==> src/rtl/multicycle_datapath.sv <==
// Multi-cycle MIPS-subset datapath: one shared ALU, internal control FSM, req/ready memory ports.
// Optional performance counters are built only when MULTICYCLE_PERF_EN is defined.
//
// state  | meaning
// FETCH  | imem_req held with imem_addr=PC until imem_ready; IR<=rdata, PC<=PC+1
// DECODE | A/B read from register file, immediate extended; illegal encodings halt
// EXEC   | ALU op, address calc, or branch/jump resolution
// MEM    | dmem_req held until dmem_ready; lw latches MDR
// WB     | register file write (rd for R-type, rt otherwise)
// HALT   | absorbing until reset
module multicycle_datapath #(
    parameter int                DATA_W   = 32,
    parameter int                ADDR_W   = 32,
    parameter logic [ADDR_W-1:0] RESET_PC = '0
) (
    input  logic              clk,
    input  logic              reset,
    output logic              imem_req,
    output logic [ADDR_W-1:0] imem_addr,
    input  logic [31:0]       imem_rdata,
    input  logic              imem_ready,
    output logic              dmem_req,
    output logic              dmem_we,
    output logic [ADDR_W-1:0] dmem_addr,
    output logic [DATA_W-1:0] dmem_wdata,
    input  logic [DATA_W-1:0] dmem_rdata,
    input  logic              dmem_ready,
    output logic [2:0]        state,
    output logic              halted,
    output logic [31:0]       perf_cycles,
    output logic [31:0]       perf_retired
);

    typedef enum logic [2:0] {
        S_FETCH  = 3'd0,
        S_DECODE = 3'd1,
        S_EXEC   = 3'd2,
        S_MEM    = 3'd3,
        S_WB     = 3'd4,
        S_HALT   = 3'd5
    } state_t;

    localparam logic [5:0] OP_RTYPE = 6'h00;
    localparam logic [5:0] OP_J     = 6'h02;
    localparam logic [5:0] OP_BEQ   = 6'h04;
    localparam logic [5:0] OP_BNE   = 6'h05;
    localparam logic [5:0] OP_ADDI  = 6'h08;
    localparam logic [5:0] OP_ANDI  = 6'h0C;
    localparam logic [5:0] OP_ORI   = 6'h0D;
    localparam logic [5:0] OP_LW    = 6'h23;
    localparam logic [5:0] OP_SW    = 6'h2B;

    localparam logic [5:0] FN_SLL = 6'h00;
    localparam logic [5:0] FN_SRL = 6'h02;
    localparam logic [5:0] FN_ADD = 6'h20;
    localparam logic [5:0] FN_SUB = 6'h22;
    localparam logic [5:0] FN_AND = 6'h24;
    localparam logic [5:0] FN_OR  = 6'h25;
    localparam logic [5:0] FN_SLT = 6'h2A;

    state_t              state_q, state_d;
    logic [ADDR_W-1:0]   pc_q, pc_d;
    logic [31:0]         ir_q, ir_d;
    logic [DATA_W-1:0]   a_q, a_d;
    logic [DATA_W-1:0]   b_q, b_d;
    logic [DATA_W-1:0]   imm_q, imm_d;
    logic [DATA_W-1:0]   alu_q, alu_d;
    logic [DATA_W-1:0]   mdr_q, mdr_d;
    logic                halted_q, halted_d;
    logic [DATA_W-1:0]   rf_q [32];

    logic [5:0]          op, fn;
    logic [4:0]          rs, rt, rd, shamt;
    logic                legal;
    logic [DATA_W-1:0]   imm_ext;
    logic [DATA_W-1:0]   alu_res;
    logic [ADDR_W-1:0]   br_target, j_target;
    logic                wb_en;
    logic [4:0]          wb_addr;
    logic [DATA_W-1:0]   wb_data;
    logic                retire;
    logic                imem_req_c, dmem_req_c, dmem_we_c;

    assign op    = ir_q[31:26];
    assign rs    = ir_q[25:21];
    assign rt    = ir_q[20:16];
    assign rd    = ir_q[15:11];
    assign shamt = ir_q[10:6];
    assign fn    = ir_q[5:0];

    always_comb begin
        legal = 1'b0;
        case (op)
            OP_RTYPE: begin
                case (fn)
                    FN_SLL, FN_SRL, FN_ADD, FN_SUB, FN_AND, FN_OR, FN_SLT: legal = 1'b1;
                    default: legal = 1'b0;
                endcase
            end
            OP_J, OP_BEQ, OP_BNE, OP_ADDI, OP_ANDI, OP_ORI, OP_LW, OP_SW: legal = 1'b1;
            default: legal = 1'b0;
        endcase
    end

    // Logical immediates are zero-extended; everything else sign-extends.
    always_comb begin
        if (op == OP_ANDI || op == OP_ORI) begin
            imm_ext = {{(DATA_W-16){1'b0}}, ir_q[15:0]};
        end else begin
            imm_ext = {{(DATA_W-16){ir_q[15]}}, ir_q[15:0]};
        end
    end

    always_comb begin
        alu_res = '0;
        case (op)
            OP_RTYPE: begin
                case (fn)
                    FN_ADD:  alu_res = a_q + b_q;
                    FN_SUB:  alu_res = a_q - b_q;
                    FN_AND:  alu_res = a_q & b_q;
                    FN_OR:   alu_res = a_q | b_q;
                    FN_SLT:  alu_res = {{(DATA_W-1){1'b0}}, ($signed(a_q) < $signed(b_q))};
                    FN_SLL:  alu_res = b_q << shamt;
                    FN_SRL:  alu_res = b_q >> shamt;
                    default: alu_res = '0;
                endcase
            end
            OP_ADDI, OP_LW, OP_SW: alu_res = a_q + imm_q;
            OP_ANDI:               alu_res = a_q & imm_q;
            OP_ORI:                alu_res = a_q | imm_q;
            default:               alu_res = '0;
        endcase
    end

    // PC has already been incremented by the time a branch resolves.
    assign br_target = pc_q + {{(ADDR_W-16){ir_q[15]}}, ir_q[15:0]};
    assign j_target  = {pc_q[ADDR_W-1:26], ir_q[25:0]};

    always_comb begin
        state_d    = state_q;
        pc_d       = pc_q;
        ir_d       = ir_q;
        a_d        = a_q;
        b_d        = b_q;
        imm_d      = imm_q;
        alu_d      = alu_q;
        mdr_d      = mdr_q;
        halted_d   = halted_q;
        wb_en      = 1'b0;
        wb_addr    = rt;
        wb_data    = alu_q;
        retire     = 1'b0;
        imem_req_c = 1'b0;
        dmem_req_c = 1'b0;
        dmem_we_c  = 1'b0;
        case (state_q)
            S_FETCH: begin
                imem_req_c = 1'b1;
                if (imem_ready) begin
                    ir_d    = imem_rdata;
                    pc_d    = pc_q + 1'b1;
                    state_d = S_DECODE;
                end
            end
            S_DECODE: begin
                a_d   = rf_q[rs];
                b_d   = rf_q[rt];
                imm_d = imm_ext;
                if (legal) begin
                    state_d = S_EXEC;
                end else begin
                    state_d  = S_HALT;
                    halted_d = 1'b1;
                end
            end
            S_EXEC: begin
                alu_d = alu_res;
                case (op)
                    OP_LW, OP_SW: state_d = S_MEM;
                    OP_BEQ: begin
                        if (a_q == b_q) pc_d = br_target;
                        state_d = S_FETCH;
                        retire  = 1'b1;
                    end
                    OP_BNE: begin
                        if (a_q != b_q) pc_d = br_target;
                        state_d = S_FETCH;
                        retire  = 1'b1;
                    end
                    OP_J: begin
                        pc_d    = j_target;
                        state_d = S_FETCH;
                        retire  = 1'b1;
                    end
                    default: state_d = S_WB;
                endcase
            end
            S_MEM: begin
                dmem_req_c = 1'b1;
                dmem_we_c  = (op == OP_SW);
                if (dmem_ready) begin
                    if (op == OP_SW) begin
                        state_d = S_FETCH;
                        retire  = 1'b1;
                    end else begin
                        mdr_d   = dmem_rdata;
                        state_d = S_WB;
                    end
                end
            end
            S_WB: begin
                wb_addr = (op == OP_RTYPE) ? rd : rt;
                wb_data = (op == OP_LW) ? mdr_q : alu_q;
                wb_en   = (wb_addr != 5'd0);
                state_d = S_FETCH;
                retire  = 1'b1;
            end
            S_HALT: halted_d = 1'b1;
            default: state_d = S_FETCH;
        endcase
    end

    always_ff @(posedge clk or posedge reset) begin
        if (reset) begin
            state_q  <= S_FETCH;
            pc_q     <= RESET_PC;
            ir_q     <= '0;
            a_q      <= '0;
            b_q      <= '0;
            imm_q    <= '0;
            alu_q    <= '0;
            mdr_q    <= '0;
            halted_q <= 1'b0;
        end else begin
            state_q  <= state_d;
            pc_q     <= pc_d;
            ir_q     <= ir_d;
            a_q      <= a_d;
            b_q      <= b_d;
            imm_q    <= imm_d;
            alu_q    <= alu_d;
            mdr_q    <= mdr_d;
            halted_q <= halted_d;
        end
    end

    // r0 is never written, so it reads zero without a special read path.
    always_ff @(posedge clk or posedge reset) begin
        if (reset) begin
            for (int i = 0; i < 32; i++) rf_q[i] <= '0;
        end else if (wb_en) begin
            rf_q[wb_addr] <= wb_data;
        end
    end

    // Requests drop combinationally with reset so an in-flight access is abandoned at once.
    assign imem_req   = imem_req_c & ~reset;
    assign dmem_req   = dmem_req_c & ~reset;
    assign dmem_we    = dmem_we_c & ~reset;
    assign imem_addr  = pc_q;
    assign dmem_wdata = b_q;
    assign state      = state_q;
    assign halted     = halted_q;

    generate
        if (ADDR_W <= DATA_W) begin : g_addr_trunc
            assign dmem_addr = alu_q[ADDR_W-1:0];
        end else begin : g_addr_zext
            assign dmem_addr = {{(ADDR_W-DATA_W){1'b0}}, alu_q};
        end
    endgenerate

`ifdef MULTICYCLE_PERF_EN
    logic [31:0] cyc_q, cyc_d;
    logic [31:0] ret_q, ret_d;

    assign cyc_d = cyc_q + 32'd1;
    assign ret_d = retire ? ret_q + 32'd1 : ret_q;

    always_ff @(posedge clk or posedge reset) begin
        if (reset) begin
            cyc_q <= '0;
            ret_q <= '0;
        end else begin
            cyc_q <= cyc_d;
            ret_q <= ret_d;
        end
    end

    assign perf_cycles  = cyc_q;
    assign perf_retired = ret_q;
`else
    logic perf_unused;
    assign perf_unused  = retire;
    assign perf_cycles  = '0;
    assign perf_retired = '0;
`endif

endmodule

==> config.mk <==
export PLATFORM = sky130hd
export DESIGN_NAME = multicycle_datapath
export DESIGN_NICKNAME = d
export VERILOG_FILES = /design/src/rtl/multicycle_datapath.sv
export SDC_FILE = /design/constraint.sdc
export NUM_CORES = 2
export LEC_CHECK = 0
export CORE_MARGIN = 2
export CORE_UTILIZATION = 61
export DETAILED_ROUTE_END_ITERATION = 8
export PLACE_DENSITY = 0.81
export SYNTH_ARGS = -nofsm -noshare
export SYNTH_HDL_FRONTEND = slang
export SYNTH_SLANG_ARGS = --single-unit
==> constraint.sdc <==
create_clock -name clk -period 93.9 [get_ports clk]
set_input_delay 14.085 -clock clk [delete_from_list [all_inputs] [get_ports clk]]
set_output_delay 14.085 -clock clk [all_outputs]
set_load 0.05 [all_outputs]
==> flow_summary.yaml <==
pwr:
  internal_power_mw: 1.58
  clkPwrFrac: 0.187
  pwr-share-comb: 0.517
  power.share.switching: 0.453
  switchingPower_mw: 1.31
  p_seq_frac: 0.296
  p_leak_nw: 33.9
  ir_drop_mv: 0.0292
  p_per_area_mw_per_mm2: 35.7
layout:
  fin_cells: 8591
  stdcell_area_mm2: 0.0809
  layout_commonest_cell: "dfrtp_1"
  mostFrequentLayoutCells: "1223 x dfrtp_1, 918 x nor2_1, 898 x a21oi_1, 693 x mux4_2, 692 x nand2_1"
  layout-drive-gt1-share: 0.174
  syn_to_final_growth_pct: 9.19
  fin_util: 0.673
  fin_nets: 7149
worst_setup_path:
  crit_fanout: 3
  crit_type: "in -> out"
  crit_arrival_ps: 15960
  worstSetupEndpointType: "output pin"
  cp.required_ps: 79810
  startpoint_type: "input port"
cts:
  clk_pin_slew_ps: 60
  cts_hold_buf: 0
  cts_tree: "built"
  cts-resized-gates: 0
  post-cts-setup-buffer-count: 0
  clk_path_buf_depth: 3
  clockRootBuffer: "clkbuf_16"
  htree_num_levels: 4
  clock-sinks: 1237
  clock_latency_ps: 800
  numCtsBuffers: 131
sta:
  fin_skew_ps: 41.4
  tightest_slew_ps: 1280
  fin_crit_sh: 0.320
  rsz0062_at_grt: "no"
  hold_viol: 0
  slew_violations: 0
  max_clock_freq_mhz: 33.3
  setup_violations: 0
  finalWorstSetupSlack_ps: 63850
  fin_tns_setup_ps: 0
  max_slew_margin: 0.138
  period_minus_slack_ps: 30050
logic_synthesis:
  synth_top_cell_area_share: 0.418
  syn_inst: 7084
  syn_avg_cell_area_um2: 10.5
  synth.distinct_cells: 92
  ys_ff_latch: 1237
  async_flop_share: 1.00
  ys_warn_count: 0
  synth_area_leaders: "dfrtp_1 42%, mux4_2 21%, a21oi_1 6.1%"
  synth_largest_area_cell: "dfrtp_1"
  synth-edff-count: 0
  ys_seq_area_frac: 0.418
  syn_area_mm2: 0.0740
  synthFlopType: "dfrtp_1"
place:
  place_area_mm2: 0.0764
  dp_hpwl_mm: 154
  placed_cells: 8357
  gp_congestion: 1.10
  portBuffers: 170
  pre_cts_ws_ps: 63840
global_routing:
  grt_overflow: 0
  grt_pass1_wl_mm: 377
  antenna_found_initial: 6
  grt_max_degree: 181
  grt_pass1_vias: 61400
  grt_use_total: 0.403
die:
  die_h_um: 352
  boundaryPins: 235
  core_area_mm2: 0.120
  die_area_mm2: 0.124
  initial_core_util: 0.616
  die_w_um: 352
  row_count: 127
route:
  drt_iter0_markers: 8535
  vias: 61800
  drc: 0
  firstDrtPassIters: 6
  ant_nets: 0
  viasPerCell: 7.19
  wl_per_cell_um: 29.2
  wl_mm: 251
outcome:
  status: "complete, no violations"
flow_run:
  maxCapViolCount: 0
min_path:
  hp-class: "reg -> reg"
## worst paths after layout
path                       startpoint        endpoint  slack [ps]  cells after the start
max                             reset         dmem_we       63850                      4
min                        rf_q[1000]      rf_q[1000]         400                      0
max reg2reg                  ir_q[16]  dmem_wdata[23]       88070                      7
min reg2reg                rf_q[1000]      rf_q[1000]         400                      0
max in group asynchronous       reset       rf_q[637]       75580                      6
min in group asynchronous       reset        state[0]       13990                      2
## routing by layer
layer | track usage | vias to the layer above | share of wire | routed length (µm)
met5 | 0 | - | 0.00011 | 28
met4 | 0.265 | 6 | 0.077 | 19300
met3 | 0.116 | 1225 | 0.13 | 32700
met2 | 0.610 | 4671 | 0.45 | 114000
met1 | 0.509 | 30600 | 0.34 | 84900
li1 | - | 25300 | - | -
## state kept, by name (all words and copies together), names as in the netlist
| signal | cells |
|---|---|
| mdr_q | 32 |
| imm_q | 17 |
| halted | 1 |
| dmem_addr | 32 |
| a_q | 32 |
| imem_addr | 32 |
| state | 3 |
| rf_q | 1024 |
| ir_q | 32 |
| dmem_wdata | 32 |
## area by class of cell
cell class              instances  area (µm²)
fillers                      8511       39300
repair buffers                315        2830
flip-flops and latches       1237       31000
diodes                          3        7.51
well taps                    1612        2020
clock buffers                 184        3860
multi-input cells            5054       40000
clock inverters                47         568
inverters                     139         529
## worst max-delay path, cell delays in order
cell and delay, ps:
clkdlybuf4s50_1 520, nor4b_1 350, and3_1 200, clkdlybuf4s50_1 800
## logic make-up after synthesis
kind of cell | share of synthesized area
adders and majority gates | 0.0347
and+or+nand+nor | 0.108
xor gates and xnor gates | 0.00651
buffers and inverters | 0.0492
other | 0.0000506
AOI/OAI and AO/OA | 0.145
muxes | 0.238
DFF | 0.418
## synth_stat cells (67+ instances only)
library cell,instances
a21oi_1,899
buf_1,91
buf_2,127
buf_4,67
clkbuf_1,429
dfrtp_1,1237
ha_1,199
inv_1,137
mux2i_1,154
mux4_2,693
nand2_1,701
nor2_1,918
o21ai_0,594
## through the flow
stage          hold slack, ps  power, mW
4_1_cts                   398       2.83
6_report                  400       2.88
3_5_place_dp              384       2.29
5_1_grt                   406       3.00
2_1_floorplan             441       1.83
3_3_place_gp              376       2.25
## power by group through the flow
stage / logic [mW] / clock network, mW / registers (mW)
after floorplan: 1.02 / 0 / 0.818
after global placement: 1.41 / 0 / 0.834
after detailed placement: 1.44 / 0 / 0.850
after CTS: 1.45 / 0.542 / 0.843
after global routing: 1.57 / 0.563 / 0.866
final: 1.49 / 0.540 / 0.854
(Power assumes the default switching activity.)
